File: src/rtl/rod_group_move.sv
// Foosball rod mover: NUM_PLAYERS figures with velocity ramp, bound clamp and freeze.
// Define ROD_BOUNCE_EN to make a bound clamp reverse at half speed instead of stopping.
//
// state | meaning
// IDLE  | at rest, velocity 0, waiting for a key
// UP    | accelerating/cruising toward MIN_Y
// DOWN  | accelerating/cruising toward MAX_Y
// BRAKE | decelerating to 0, keys ignored
module rod_group_move #(
  parameter int NUM_PLAYERS    = 3,
  parameter int PLAYER_SPACING = 160,
  parameter int INIT_Y         = 32,
  parameter int MIN_Y          = -25,
  parameter int MAX_Y          = 88,
  parameter int MAX_SPEED      = 8,
  parameter int ACCEL          = 2,
  parameter int DECEL          = 2
) (
  input  logic                       clk,
  input  logic                       reset,
  input  logic                       startOfFrame,
  input  logic                       hold,
  input  logic                       keyUpIsPressed,
  input  logic                       keyDownIsPressed,
  output logic signed [10:0]         rodY,
  output logic [NUM_PLAYERS*11-1:0]  playerY,
  output logic signed [5:0]          velocity,
  output logic                       atTop,
  output logic                       atBottom,
  output logic                       hitPulse
);

  if (MIN_Y > INIT_Y || INIT_Y > MAX_Y || MAX_SPEED > 31 || MAX_SPEED < 1 ||
      ACCEL == 0 || DECEL == 0 || NUM_PLAYERS < 1 || NUM_PLAYERS > 4) begin : g_bad_params
    $error("rod_group_move: illegal parameter combination");
  end

  localparam logic [1:0] IDLE  = 2'd0;
  localparam logic [1:0] UP    = 2'd1;
  localparam logic [1:0] DOWN  = 2'd2;
  localparam logic [1:0] BRAKE = 2'd3;

  localparam logic signed [12:0] MIN13  = 13'(MIN_Y);
  localparam logic signed [12:0] MAX13  = 13'(MAX_Y);
  localparam logic signed [12:0] SPD13  = 13'(MAX_SPEED);
  localparam logic signed [12:0] ACC13  = 13'(ACCEL);
  localparam logic signed [12:0] DEC13  = 13'(DECEL);
  localparam logic signed [10:0] INIT11 = 11'(INIT_Y);
  localparam logic signed [10:0] MIN11  = 11'(MIN_Y);
  localparam logic signed [10:0] MAX11  = 11'(MAX_Y);

  logic [1:0]                state, state_nxt;
  logic                      up, down, frame_evt, hit_nxt;
  logic signed [12:0]        v_cur, rod_cur, v_brk, v_acc, v_calc, new_y;
  logic signed [5:0]         v_new6, v_fin;
  logic signed [10:0]        rod_nxt, rod_load;
  logic [NUM_PLAYERS*11-1:0] player_load;

  assign up        = keyUpIsPressed & ~keyDownIsPressed;
  assign down      = keyDownIsPressed & ~keyUpIsPressed;
  assign frame_evt = startOfFrame & ~hold;

  always_comb begin
    v_cur   = {{7{velocity[5]}}, velocity};
    rod_cur = {{2{rodY[10]}}, rodY};
    state_nxt = state;
    v_calc    = v_cur;
    v_acc     = 13'sd0;
    if (v_cur > DEC13)       v_brk = v_cur - DEC13;
    else if (v_cur < -DEC13) v_brk = v_cur + DEC13;
    else                     v_brk = 13'sd0;
    case (state)
      IDLE: begin
        if (up)        begin state_nxt = UP;   v_calc = -ACC13; end
        else if (down) begin state_nxt = DOWN; v_calc = ACC13;  end
      end
      UP: begin
        v_acc = v_cur - ACC13;
        if (up) v_calc = (v_acc < -SPD13) ? -SPD13 : v_acc;
        else begin
          v_calc    = v_brk;
          state_nxt = (v_brk == 13'sd0) ? IDLE : BRAKE;
        end
      end
      DOWN: begin
        v_acc = v_cur + ACC13;
        if (down) v_calc = (v_acc > SPD13) ? SPD13 : v_acc;
        else begin
          v_calc    = v_brk;
          state_nxt = (v_brk == 13'sd0) ? IDLE : BRAKE;
        end
      end
      default: begin
        v_calc    = v_brk;
        state_nxt = (v_brk == 13'sd0) ? IDLE : BRAKE;
      end
    endcase

    v_new6  = v_calc[5:0];
    v_fin   = v_new6;
    new_y   = rod_cur + v_calc;
    rod_nxt = new_y[10:0];
    hit_nxt = 1'b0;
    if (new_y <= MIN13 || new_y >= MAX13) begin
      rod_nxt = (new_y <= MIN13) ? MIN11 : MAX11;
      hit_nxt = (v_calc != 13'sd0);
`ifdef ROD_BOUNCE_EN
      // Half-speed rebound, then the normal brake sequence bleeds it off.
      v_fin     = -(v_new6 >>> 1);
      state_nxt = (v_fin == 6'sd0) ? IDLE : BRAKE;
`else
      v_fin     = 6'sd0;
      state_nxt = IDLE;
`endif
    end

    // Figure positions derive from the value about to be loaded into rodY.
    rod_load    = reset ? INIT11 : rod_nxt;
    player_load = '0;
    for (int i = 0; i < NUM_PLAYERS; i++)
      player_load[i*11 +: 11] = rod_load + 11'(i * PLAYER_SPACING);
  end

  always_ff @(posedge clk) begin
    if (reset) begin
      state    <= IDLE;
      velocity <= 6'sd0;
      rodY     <= rod_load;
      playerY  <= player_load;
      atTop    <= (rod_load == MIN11);
      atBottom <= (rod_load == MAX11);
      hitPulse <= 1'b0;
    end else if (frame_evt) begin
      state    <= state_nxt;
      velocity <= v_fin;
      rodY     <= rod_load;
      playerY  <= player_load;
      atTop    <= (rod_load == MIN11);
      atBottom <= (rod_load == MAX11);
      hitPulse <= hit_nxt;
    end else begin
      hitPulse <= 1'b0;
    end
  end

endmodule

File: config.mk
export PLATFORM = sky130hd
export DESIGN_NAME = rod_group_move
export DESIGN_NICKNAME = d
export VERILOG_FILES = /design/src/rtl/rod_group_move.sv
export SDC_FILE = /design/constraint.sdc
export NUM_CORES = 1
export LEC_CHECK = 0
export BUFFER_PORTS_ARGS = -buffer_cell sky130_fd_sc_hd__buf_2
export CORE_MARGIN = 2
export CORE_UTILIZATION = 55
export DETAILED_ROUTE_END_ITERATION = 10
export PLACE_DENSITY_LB_ADDON = 0.05
export SKIP_LAST_GASP = 1
export SYNTH_ARGS = -nofsm -noshare
export SYNTH_HDL_FRONTEND = slang
export SYNTH_SLANG_ARGS = --single-unit
export TNS_END_PERCENT = 20
File: constraint.sdc
create_clock -name clk -period 12.7 [get_ports clk]
set_clock_uncertainty 0.15 [all_clocks]
set_input_delay 2.54 -clock clk [delete_from_list [all_inputs] [get_ports clk]]
set_output_delay 2.54 -clock clk [all_outputs]
set_load 0.1 [all_outputs]
# Yosys cells after proc, flatten, opt, wreduce, memory -nomap -nowiden
# Cells that the tools add are included.
[totals] elab_cells=68 register_bits=55
[classes] reduce_logical=7 order_cmp=6 n_addsub=5 bitwise=8 n_mux=28 eq_ne=7
[ops] operator="$mux 13" n=8
[ops] operator="$mux 33" n=2
[ops] operator="$mux 11" n=5
[ops] operator="$pmux 13 s3" n=1
[ops] operator="$add 11x13->13" n=1
[ops] operator="$ge 13x8->1 const B" n=1
[ops] operator="$le 13x6->1 const B" n=1
[ops] operator="$logic_not 13->1" n=1
[ops] operator="$reduce_bool 13->1" n=1
[ops] operator="$mux 2" n=6
[ops] operator="$add 11x10->11 const B" n=1
[ops] operator="$add 11x9->11 const B" n=1
[ops] operator="$eq 11x6->1 const B" n=1
[ops] operator="$eq 11x8->1 const B" n=1
[ops] operator="$add 6x3->7 const B" n=1
[ops] operator="$gt 7x5->1 const B" n=1
[ops] operator="$lt 7x4->1 const B" n=1
[ops] operator="$sub 6x3->7 const B" n=1
[ops] operator="$gt 6x3->1 const B" n=1
[ops] operator="$lt 6x2->1 const B" n=1
[ops] operator="$mux 6" n=1
[ops] operator="$ne 3x3->1 const B" n=2
[ops] operator="$pmux 2 s3" n=1
[ops] operator="$not 1->1" n=5
[ops] operator="10 further kinds" n=15

# Longest topological paths before layout
# Gate-level depths: netlist of run 1.
[depth] word_depth=13 ltp_mapped=25 ltp_nobuf=23

# Worst setup path after synthesis of run 1
# Ideal clock, no wire load.
[synth_path] path_type="in2reg" startpoint="input keyUpIsPressed" endpoint="register playerY[19], data pin" t_arrival_ns=5.961 t_required_ns=12.285 slack_ns=6.324 path_stages=19 cell_sequence="inv_1 > ha_1 > nor2b_1 > nand2_1 > a31oi_1 > o21a_1 > ha_1 > inv_1 > fa_1 > nand2b_1 > a211oi_2 > a2bb2oi_1 > nand4_1 > a211oi_1 > nand2_1 > a31o_1 > ha_1 > inv_1 > o22ai_1"
[synth_between] elab_chain_len=13 word_cells_on_any_way=18 cone_classes="add/sub (2); order compare (2); mux (10); bitwise (3); reduce/logical (1)"
[synth_lines] element="from (decl)" line="23" text="input logic keyUpIsPressed,"
[synth_lines] element="$not 1->1" line="60" text="assign down = keyDownIsPressed & ~keyUpIsPressed;"
[synth_lines] element="$and 1x1->1" line="60"
[synth_lines] element="$mux 13" line="75" text="else if (down) begin state_nxt = DOWN; v_calc = ACC13; end"
[synth_lines] element="$mux 13" line="74" text="if (up) begin state_nxt = UP; v_calc = -ACC13; end"
[synth_lines] element="$pmux 13 s3 *" line="72" text="case (state)"
[synth_lines] element="$add 11x13->13 *" line="101" text="new_y = rod_cur + v_calc;"
[synth_lines] element="$le 13x6->1 / $ge 13x8->1 (equally long branches)" line="104" text="if (new_y <= MIN13 || new_y >= MAX13) begin"
[synth_lines] element="$logic_or 1x1->1" line="104"
[synth_lines] element="$mux 11 *" line="104"
[synth_lines] element="$mux 11 *" line="118" text="rod_load = reset ? INIT11 : rod_nxt;"
[synth_lines] element="named net player_load[6]" line="57" text="logic [NUM_PLAYERS*11-1:0] player_load;"
[synth_lines] element="$add 11x9->11 *" line="121" text="player_load[i*11 +: 11] = rod_load + 11'(i * PLAYER_SPACING);"
[synth_lines] element="named net player_load[19]" line="57"
[synth_lines] element="$mux 33" line="133" text="end else if (frame_evt) begin"
[synth_lines] element="$mux 33 *" line="125" text="if (reset) begin"
[synth_lines] element="to (signal assigned)" line="129" text="playerY <= player_load;"
[synth_lines] element="to (signal assigned)" line="137" text="playerY <= player_load;"
[synth_lines] element="to (decl)" line="26" text="output logic [NUM_PLAYERS*11-1:0] playerY,"
# Mark *: on every way through the listed nets, which the timed path passes. The rest lies on a longest branch. The select of a mux whose other input is x is not followed.
# A chain may end at the register's enable or synchronous reset.

# Worst setup path in the final report of run 1
[layout_path] startpoint="input keyDownIsPressed" endpoint="register playerY[19], data pin"
[layout_between] elab_chain_len=12 word_cells_on_any_way=18 cone_classes="add/sub (2); order compare (2); mux (10); bitwise (3); reduce/logical (1)"
[layout_lines] element="from (decl)" line="24" text="input logic keyDownIsPressed,"
[layout_lines] element="$and 1x1->1 / $not 1->1 (equally long branches)" line="60, 59"
[layout_lines] element="$mux 13 / $and 1x1->1 (equally long branches)" line="75, 59"
[layout_lines] element="$mux 13, on equally long branches" line="74, 79"
[layout_lines] element="$pmux 13 s3 *" line="72"
[layout_lines] element="$add 11x13->13 *" line="101"
[layout_lines] element="$le 13x6->1 / $ge 13x8->1 (equally long branches)" line="104"
[layout_lines] element="$logic_or 1x1->1" line="104"
[layout_lines] element="$mux 11 *" line="104"
[layout_lines] element="$mux 11 *" line="118"
[layout_lines] element="named net player_load[6]" line="57"
[layout_lines] element="$add 11x9->11 *" line="121"
[layout_lines] element="named net player_load[19]" line="57"
[layout_lines] element="$mux 33" line="133"
[layout_lines] element="$mux 33 *" line="125"
# Marks and branches as above.

==> metrics.md, run 1 <==
| Metric | Value |
|---|---|
| Static Leakage | 1.47 nW |
| Die Area | 0.00616 sq mm |
| Setup crit end kind | register |
| Clk pin slew, worst setup/hold paths | 0.08 ns |
| Number of global-route vias before repair | 2,718 |
| Post-synth EDFFs | 24 |
| Rel. slew slack | 35.4% |
| RD Place Congestion | 0.905 |
| Share of layout cells above drive strength 1 | 20.6% |
| HP Class | reg2reg |
| Clock Tree Buf Depth | 2 |
| GRT Util Overall | 26.8% |
| CTS tree | done |
| Max Clock Freq | 141 MHz |
| Min Hold Slack | 0.530 ns |
| DP Wirelength | 6.06 mm |
| Final worst path period need | 7.08 ns |
| Power density cells | 191 mW/mm^2 |
| Initial Util | 56.1% |
| Synth unique cells | 68 |
| WL/cell | 17.6 um |
| Buf/Inv on CP | 4 |
| CTS sink cnt | 33 |
| Clock power share | 16.8% |
| Ports | 59 |
| Fillers | 502 |
| Period utilisation layout | 55.8% |
| Top post-synthesis cells by area | edfxtp_1 (24%), ha_1 (9.0%), dfxtp_1 (5.9%) |
| Ys Warns | 0 |
| Crit path max-delay family | compound AO/OA/AOI/OAI gates |
| Clock H-tree levels | 2 |
| Switch Pwr | 0.000365 W |
| Status | finished, final reports clean |
| R2R cell count | 22 |
| Clock Tree Root | clkbuf_8 |
| Critical path arrival | 6.97 ns |
| Setup Viol. Count Final | 0 |
| Die Ht | 78.5 um |
| Drt drc | 0 |
| Sequential share of the synthesized area | 29.5% |
| ANT nets after route | 0 |
| Critical path peak fanout | 13 |
| Via count | 2,873 |
| Worst path depth | 19 |
| Delay of the slowest critical-path stage | 0.53 ns |
| Max Slew Vio Count | 0 |
| Peak supply drop | 135 uV |
| Slowest cell on the critical path | or4b_4 |
| Nets | 417 |
| Max-cap violation count | 0 |
| Drt initial violations | 153 |
| Asr flop ratio synth | 0% |
| Switching Share | 57.3% |
| First-pass GRT wire length | 13.1 mm |
| Overall Power | 0.000637 W |
| WHS Path Cells | 1 |
| Setup TNS | 0 ns |
| Rows | 27 |
| Area Overhead vs Synth | 9.40% |
| Multi-input logic area | 0.00185 sq mm |
| Critical Path RT | 12.59 ns |
| Setup CP Type | in2reg |
| Synth Register Bits | 33 |
| Die W | 78.5 um |
| Mean Syn Cell Area | 8.57 sq um |
| Initial antenna violation count | 0 |
| Register area | 901 sq um |
| Grt ovf | 0 |
| Largest net degree at the start of global routing | 29 |
| Total core area | 0.00544 sq mm |
| Routed WL | 8.09 mm |
| Sequential Power Share | 23.0% |
| Worst path cell trace | buf_2 -> inv_1 -> ha_1 -> inv_1 -> a22oi_1 -> o22ai_1 -> a22oi_1 -> inv_1 -> ha_1 -> a21oi_2 -> o21bai_1 -> a21o_1 -> or4b_4 -> a21oi_4 -> nand3_2 -> a31o_1 -> ha_1 -> nand3_1 -> o22ai_1 |
| Worst-margin pin slew | 0.967 ns |
| Hold buffer count at CTS | 0 |
| Post-CTS sizing | 0 |
| Fin. Hold Viols | 0 |
| Comb pwr share | 60.2% |
| Antenna cells | 0 |
| Drt via density | 6.23 |
| Fin util | 61.3% |
| First drt pass iteration count | 5 |
| Synthesized area | 0.00305 sq mm |
| Unrepaired setup endpoints after global routing | false |
| Top-area cell type share of the netlist area | 23.6% |
| CP Launch Type | input port |
| PortBufs | 58 |
| Post-CTS setup buffer count | 0 |
| Top FF cell, synth | edfxtp_1 |
| Clk_lat worst skew | 0.30 ns |
| Yosys top cell by area | edfxtp_1 |
| Pint | 0.000272 W |
| Mapped Cells | 356 |
| Clock buffer count from CTS | 5 |
per-layer routing:
metal | vias to the layer above | track usage [%] | part of all wire, % | wire length (um)
met5 | - | 0 | 0 | 0
met4 | 0 | 11.4 | 2.5 | 206
met3 | 20 | 3.56 | 4.2 | 342
met2 | 114 | 46.3 | 50 | 4080
met1 | 1362 | 33.5 | 43 | 3460
li1 | 1377 | - | - | -
kinds of logic (layout without fill, tap and decap cells):
group,Yosys count,count (layout),synth area share (%)
AOI/OAI and AO/OA,120,120,28.4
DFF,33,33,29.5
other,1,4,0.123
buffers and inverters,59,89,10.2
and+or+nand+nor,111,111,19.4
adders and majority gates,23,23,9.68
muxes,1,1,0.328
xor gates and xnor gates,8,8,2.30
cells in the final DEF, fill, tap and decap left out, types with 7 or more instances in the layout:
cell / Yosys / routed
ha_1: 22 / 22
nand2b_1: 9 / 9
edfxtp_1: 24 / 24
o21ai_1: 7 / 7
inv_1: 23 / 23
nand2_1: 28 / 28
o21ai_0: 14 / 14
nor2b_1: 7 / 7
a21oi_1: 22 / 22
nor2_1: 22 / 22
buf_2: 3 / 58
and3_1: 7 / 7
dfxtp_1: 9 / 9
a211oi_1: 8 / 8
worst reg2reg max path, delay by kind of cell (launching register included):
family / cells / cell delay [ns]
adders and majority gates: 4 / 1.36
AOI/OAI and AO/OA: 9 / 2.38
buffers and inverters: 2 / 0.36
DFF: 1 / 0.71
and+or+nand+nor: 7 / 0.92
flip-flops by register name, summed over array words and instances, names as in the netlist:
signal    cells
playerY      12
rodY         10
velocity      6
state         2
atBottom      1
atTop         1
hitPulse      1
layout make-up:
type | instances | area share, %
sequential | 33 | 27.0
tap | 72 | 2.70
timing repair buffer | 58 | 8.70
clock buffer | 6 | 2.48
clock inverter | 2 | 1.13
multi-input combinational | 267 | 55.4
inverter | 23 | 2.59
path summary, 6_finish.rpt:
check / start / to / slack [ns]
hold / removal: velocity[0] / velocity[0] / 0.53
hold reg to reg: velocity[0] / velocity[0] / 0.53
setup / recovery: keyDownIsPressed / playerY[19] / 5.62
setup reg to reg: velocity[1] / playerY[19] / 6.58
Yosys cell counts (2+ instances only):
cell type / instances
o21ai_0: 14
o22ai_1: 4
a221o_1: 3
o21ai_1: 7
a32oi_1: 4
a211o_1: 2
a21oi_1: 22
nand4_1: 6
o211a_1: 4
and2_1: 5
nand3_1: 6
a221oi_1: 3
a21oi_2: 2
a22oi_1: 4
nand2b_1: 9
a31oi_1: 5
a21o_1: 5
xnor2_1: 6
a211oi_1: 8
nand2_1: 28
xor2_1: 2
nor3_1: 2
clkbuf_1: 9
o2111ai_1: 2
nor2b_1: 7
o21a_1: 6
edfxtp_1: 24
dfxtp_1: 9
buf_4: 23
a2bb2oi_1: 2
or3_1: 5
nor4_1: 5
ha_1: 22
inv_1: 23
o211ai_1: 4
nor2_1: 22
and3_1: 7
buf_2: 3
o31a_1: 3
metrics by stage:
step	area, sq um	cells	setup slack [ns]
2_1_floorplan	3060	359	6.32
3_3_place_gp	3220	453	5.43
3_5_place_dp	3220	453	5.35
4_1_cts	3340	461	5.67
5_1_grt	3340	461	5.24
6_report	3340	461	5.62
power groups by stage:
stage	Combinational, W	Clock, W	Sequential [W]
6_report	0.000384	0.000107	0.000147
5_1_grt	0.000402	0.000109	0.000149
4_1_cts	0.000382	0.000106	0.000147
3_5_place_dp	0.000380	0	0.000149
3_3_place_gp	0.000378	0	0.000149
2_1_floorplan	0.000234	0	0.000256
(Power assumes the default switching activity.)
==> run 2, diff against run 1 <==
==> constraint.sdc (replaced) <==
create_clock -name clk -period 6.6 [get_ports clk]
set_clock_uncertainty 0.15 [all_clocks]
set_input_delay 1.32 -clock clk [delete_from_list [all_inputs] [get_ports clk]]
set_output_delay 1.32 -clock clk [all_outputs]
set_load 0.1 [all_outputs]
==> run 2 against run 1 <==
  * Via count about the same
  * Critical path depth unchanged
  * Utilization up 0.55 points
  * Sequential cell count unchanged
  * Count of clock-buffer cells in the layout unchanged
  * Global-route usage down 0.40 points
  * Setup slack worse by 5.0 ns
  * Final area up 0.90%
  * Register-to-register slack worse by 5.7 ns
  * Sequential share of layout area down 0.24 points
  * Critical endpoint unchanged
  * Largest cell class unchanged
  * Largest power group unchanged
==> metrics.md, run 2 (same netlist as run 1, synthesis figures left out) <==
| Metric | Value |
|---|---|
| Worst path cell trace | buf_2 -> inv_1 -> ha_1 -> inv_1 -> a22oi_1 -> o22ai_1 -> a22oi_1 -> inv_1 -> ha_1 -> a21oi_2 -> o21bai_1 -> a21o_1 -> or4b_4 -> a21oi_4 -> nand3_2 -> a31o_1 -> ha_1 -> inv_1 -> o22ai_1 |
| R2R Setup Slk | 0.90 ns |
| Setup crit end kind | register |
| Final Cell Area | 0.00337 sq mm |
| Unrepaired setup endpoints after global routing | false |
| Largest net degree at the start of global routing | 29 |
| Routed WL | 7.94 mm |
| Crit path max-delay family | compound AO/OA/AOI/OAI gates |
| First drt pass iteration count | 5 |
| Die W | 78.5 um |
| Post-CTS sizing | 0 |
| Total core area | 0.00544 sq mm |
| Critical Path RT | 6.48 ns |
| Via count | 2,871 |
| Met1 Resource Use GR | 34.0% |
| Initial Util | 56.1% |
| Drt drc | 0 |
| Clk_lat worst skew | 0.29 ns |
| M2 GR Usage | 46.2% |
| Period utilisation layout | 90.1% |
| Post-CTS setup buffer count | 0 |
| Ports | 59 |
| Buf/Inv on CP | 5 |
| Drt initial violations | 196 |
| CP dominant cell by count | inv_1 |
| Setup CP Type | in2reg |
| CTS tree | done |
| Clock Tree Root | clkbuf_8 |
| Max Slew Vio Count | 0 |
| Critical path arrival | 5.83 ns |
| CP Launch Type | input port |
| Hold buffer count at CTS | 0 |
| Slowest cell on the critical path | or4b_4 |
| Number of flip-flops in the largest register | 12 |
| RD Place Congestion | 0.893 |
| Clk pin slew, worst setup/hold paths | 0.08 ns |
| WL/cell | 17.1 um |
| Drt via density | 6.17 |
| Nets | 421 |
| HP Class | reg2reg |
| Rows | 27 |
| GR peak layer | met2 |
| Grt met3 use | 2.87% |
| Initial antenna violation count | 0 |
| R2R cell count | 18 |
| Max-cap violation count | 0 |
| Most common cell after layout, fill and taps aside | buf_2 |
| Number of global-route vias before repair | 2,602 |
| Die Area | 0.00616 sq mm |
| Die Ht | 78.5 um |
| Static Leakage | 1.50 nW |
| Antenna cells | 0 |
| GRT Util Overall | 26.4% |
| ANT nets after route | 0 |
| Clock Tree Buf Depth | 2 |
| First-pass GRT wire length | 13.0 mm |
| Clock buffer count from CTS | 5 |
| Setup Viol. Count Final | 0 |
| Max Clock Freq | 168 MHz |
| PortBufs | 58 |
| Clock H-tree levels | 2 |
| Most frequent cells in the layout | buf_2 (58), nand2_1 (28), edfxtp_1 (24) |
| Largest reg by FF count | playerY |
| Setup TNS | 0 ns |
| Share of layout cells above drive strength 1 | 21.4% |
| DP Wirelength | 6.05 mm |
| CTS sink cnt | 33 |
| Peak supply drop | 260 uV |
| Power density cells | 364 mW/mm^2 |
| Critical path peak fanout | 13 |
| Worst path depth | 19 |
| Fin. Hold Viols | 0 |
| Delay of the slowest critical-path stage | 0.53 ns |
| Final worst path period need | 5.95 ns |
| Grt ovf | 0 |
| Status | finished, final reports clean |
| Largest regs | playerY: 12 flops, rodY: 10 flops, velocity: 6 flops |
| DP Area | 0.00325 sq mm |
| Worst-margin pin slew | 0.991 ns |
| WHS Path Cells | 2 |
| Rel. slew slack | 33.9% |
| Area Overhead vs Synth | 10.4% |
## run 2: cell count changes in the layout (fill, tap and decap cells not counted)
cell,change
buf_4,+4
## run 2: per-layer routing
| layer | part of all wire, % | wire (um) |
|---|---|---|
| met1 | 43 | 3410 |
| met5 | 0 | 0 |
| met4 | 2.2 | 174 |
| met2 | 49 | 3930 |
| met3 | 5.5 | 436 |
## run 2: report_power, final
part	total [W]	internal [W]	leakage, nW	switching (W)
clock	0.000205	0.000123	0.0574	0.0000826
sequential	0.000282	0.000263	0.318	0.0000191
combinational	0.000740	0.000139	1.12	0.000601
total	0.00123	0.000524	1.50	0.000703
## run 2: tightest hold or removal path, cell delays in order (launching register included)
cell	delay [ns]
dfxtp_1	0.45
a32oi_1	0.08
o21ai_1	0.07
## run 2: area by class of cell
| class | instances | area (sq um) |
|---|---|---|
| inverters | 23 | 86.3 |
| clock inverters | 2 | 37.5 |
| flip-flops and latches | 33 | 901 |
| clock buffers | 6 | 82.6 |
| repair buffers | 62 | 320 |
| well taps | 72 | 90.1 |
| multi-input cells | 267 | 1850 |
| fillers | 512 | 2070 |
## run 2: final timing paths
check           endpoint              from
max          playerY[19]  keyDownIsPressed
min          velocity[4]       velocity[4]
max reg2reg  playerY[19]       velocity[3]
min reg2reg  velocity[4]       velocity[4]
## run 2: stage by stage
| stage | setup WS [ns] | total power, W | utilization [%] | hold WS (ns) | cells |
|---|---|---|---|---|---|
| floorplan | 0.821 | 0.000944 | - | 0.602 | 359 |
| global placement | 0.505 | 0.00102 | 59.7 | 0.467 | 457 |
| detailed placement | 0.445 | 0.00102 | 59.7 | 0.463 | 457 |
| CTS | 0.741 | 0.00122 | 61.9 | 0.486 | 465 |
| global route | 0.325 | 0.00127 | 61.9 | 0.555 | 465 |
| finish | 0.650 | 0.00123 | 61.9 | 0.485 | 465 |
==> run 3, diff against run 2 <==
--- a/config.mk
+++ b/config.mk
@@ -7,7 +7,7 @@
 export LEC_CHECK = 0
 export BUFFER_PORTS_ARGS = -buffer_cell sky130_fd_sc_hd__buf_2
 export CORE_MARGIN = 2
-export CORE_UTILIZATION = 55
+export CORE_UTILIZATION = 53
 export DETAILED_ROUTE_END_ITERATION = 10
 export PLACE_DENSITY_LB_ADDON = 0.05
 export SKIP_LAST_GASP = 1
==> run 3 against run 2 <==
  * Final cell count did not move
  * Sequential power hardly changed
  * Global-route usage decreased by 0.24 points
  * Sequential share of layout area grew 0.080 points
  * Wire length increased by 1.4%
  * Critical path type unchanged
  * Largest cell class unchanged
==> metrics.md, run 3 (same netlist as run 1, synthesis figures left out) <==
| Metric | Value |
|---|---|
| Power density cells | 361 mW/mm^2 |
| Drt via density | 6.11 |
| Clk_lat worst skew | 0.29 ns |
| Initial antenna violation count | 0 |
| Drt drc | 0 |
| ANT nets after route | 0 |
| First-pass GRT wire length | 13.0 mm |
| GRT Util Overall | 26.1% |
| Setup CP Type | in2reg |
| Critical Path RT | 6.47 ns |
| PortBufs | 58 |
| Setup TNS | 0 ns |
| Setup Viol. Count Final | 0 |
| Post-Layout Cell Count | 465 |
| Clk pin slew, worst setup/hold paths | 0.07 ns |
| Grt ovf | 0 |
| HP Start | velocity[0] |
| Final worst path period need | 5.96 ns |
| Via count | 2,843 |
| Met1 Resource Use GR | 32.9% |
| WL/cell | 17.3 um |
| Fillers | 517 |
| Status | finished, final reports clean |
| Hold buffer count at CTS | 0 |
| Max Clock Freq | 168 MHz |
| Drt initial violations | 252 |
| Nets | 421 |
| Grt met3 use | 3.05% |
| Peak supply drop | 249 uV |
| Rel. slew slack | 33.1% |
| Post-CTS sizing | 0 |
| HP Class | reg2reg |
| Largest reg by FF count | playerY |
| Largest regs | playerY: 12 flops, rodY: 10 flops, velocity: 6 flops |
| CTS tree | done |
| Critical path peak fanout | 13 |
| DP Wirelength | 6.04 mm |
| Unrepaired setup endpoints after global routing | false |
| Number of global-route vias before repair | 2,659 |
| Largest net degree at the start of global routing | 26 |
| Max Slew Vio Count | 0 |
| Setup crit end kind | register |
| First drt pass iteration count | 6 |
| Share of layout cells above drive strength 1 | 21.1% |
| Worst-margin pin slew | 1.00 ns |
| Number of flip-flops in the largest register | 12 |
| Static Leakage | 1.49 nW |
| Most common cell after layout, fill and taps aside | buf_2 |
| Max-cap violation count | 0 |
| Total core area | 0.00554 sq mm |
| Post-CTS setup buffer count | 0 |
| M2 GR Usage | 46.4% |
| Fin. Hold Viols | 0 |
| Area Overhead vs Synth | 10.1% |
| Rows | 27 |
| Clock buffer count from CTS | 5 |
| Clock H-tree levels | 2 |
| Clock Tree Buf Depth | 2 |
| Placed Cells | 457 |
| Die Area | 0.00638 sq mm |
| Antenna cells | 0 |
| R2R Path Start | velocity[3] |
| Ports | 59 |
| Critical path arrival | 5.84 ns |
| GR peak layer | met2 |
| Period utilisation layout | 90.4% |
| R2R Setup Slk | 0.76 ns |
| Die Ht | 79.9 um |
| Clock Tree Root | clkbuf_8 |
| Routed WL | 8.05 mm |
| Die W | 79.9 um |
| CP Launch Point | keyDownIsPressed |
| RD Place Congestion | 0.913 |
| CTS sink cnt | 33 |
| Initial Util | 55.0% |
| Most frequent cells in the layout | buf_2 (58), nand2_1 (28), edfxtp_1 (24) |
| CP Launch Type | input port |
## run 3: cell count changes in the layout (fill, tap and decap cells not counted)
cell and delta:
clkbuf_8 -1, clkinv_1 +1
## run 3: per-stage QoR
step	hold slack (ns)	power (W)	area, sq um	worst slack, ns	utilization [%]
floorplan	0.602	0.000944	3060	0.821	-
global placement	0.520	0.00101	3250	0.397	58.6
detailed placement	0.510	0.00102	3250	0.443	58.6
CTS	0.527	0.00121	3360	0.733	60.6
global route	0.564	0.00126	3360	0.354	60.6
finish	0.551	0.00121	3360	0.637	60.6
## run 3: cell type report
type | instances | area, sq um | area share (%)
Multi-Input combinational cell | 267 | 1850 | 55.1
Sequential cell | 33 | 901 | 26.8
Timing Repair Buffer | 62 | 320 | 9.55
Tap cell | 72 | 90.1 | 2.68
Inverter | 23 | 86.3 | 2.57
Clock buffer | 5 | 68.8 | 2.05
Clock inverter | 3 | 41.3 | 1.23
## run 3: routing by layer
layer / wire, um / part of all wire (%)
met4: 161 / 2.0
met1: 3460 / 43
met3: 381 / 4.7
met5: 0 / 0
met2: 4040 / 50
## run 3: critical path: stages
cell,delay [ns]
buf_2,0.10
inv_1,0.05
ha_1,0.41
inv_1,0.19
a22oi_1,0.34
o22ai_1,0.16
a22oi_1,0.34
inv_1,0.21
ha_1,0.39
a21oi_2,0.26
o21bai_1,0.12
a21o_1,0.22
or4b_4,0.53
a21oi_4,0.23
nand3_2,0.21
a31o_1,0.32
ha_1,0.25
inv_1,0.08
o22ai_1,0.08
## run 3: path summary, 6_finish.rpt
check / to / cells past startpoint
max: playerY[19] / 19
min: velocity[0] / 1
max reg2reg: playerY[19] / 20
min reg2reg: velocity[0] / 1
## run 3: where the power goes
group / internal [W] / leakage [nW] / total [W] / switching [W]
clock network: 0.000111 / 0.0518 / 0.000192 / 0.0000812
registers: 0.000263 / 0.318 / 0.000281 / 0.0000189
logic: 0.000139 / 1.12 / 0.000736 / 0.000598
total: 0.000512 / 1.49 / 0.00121 / 0.000698
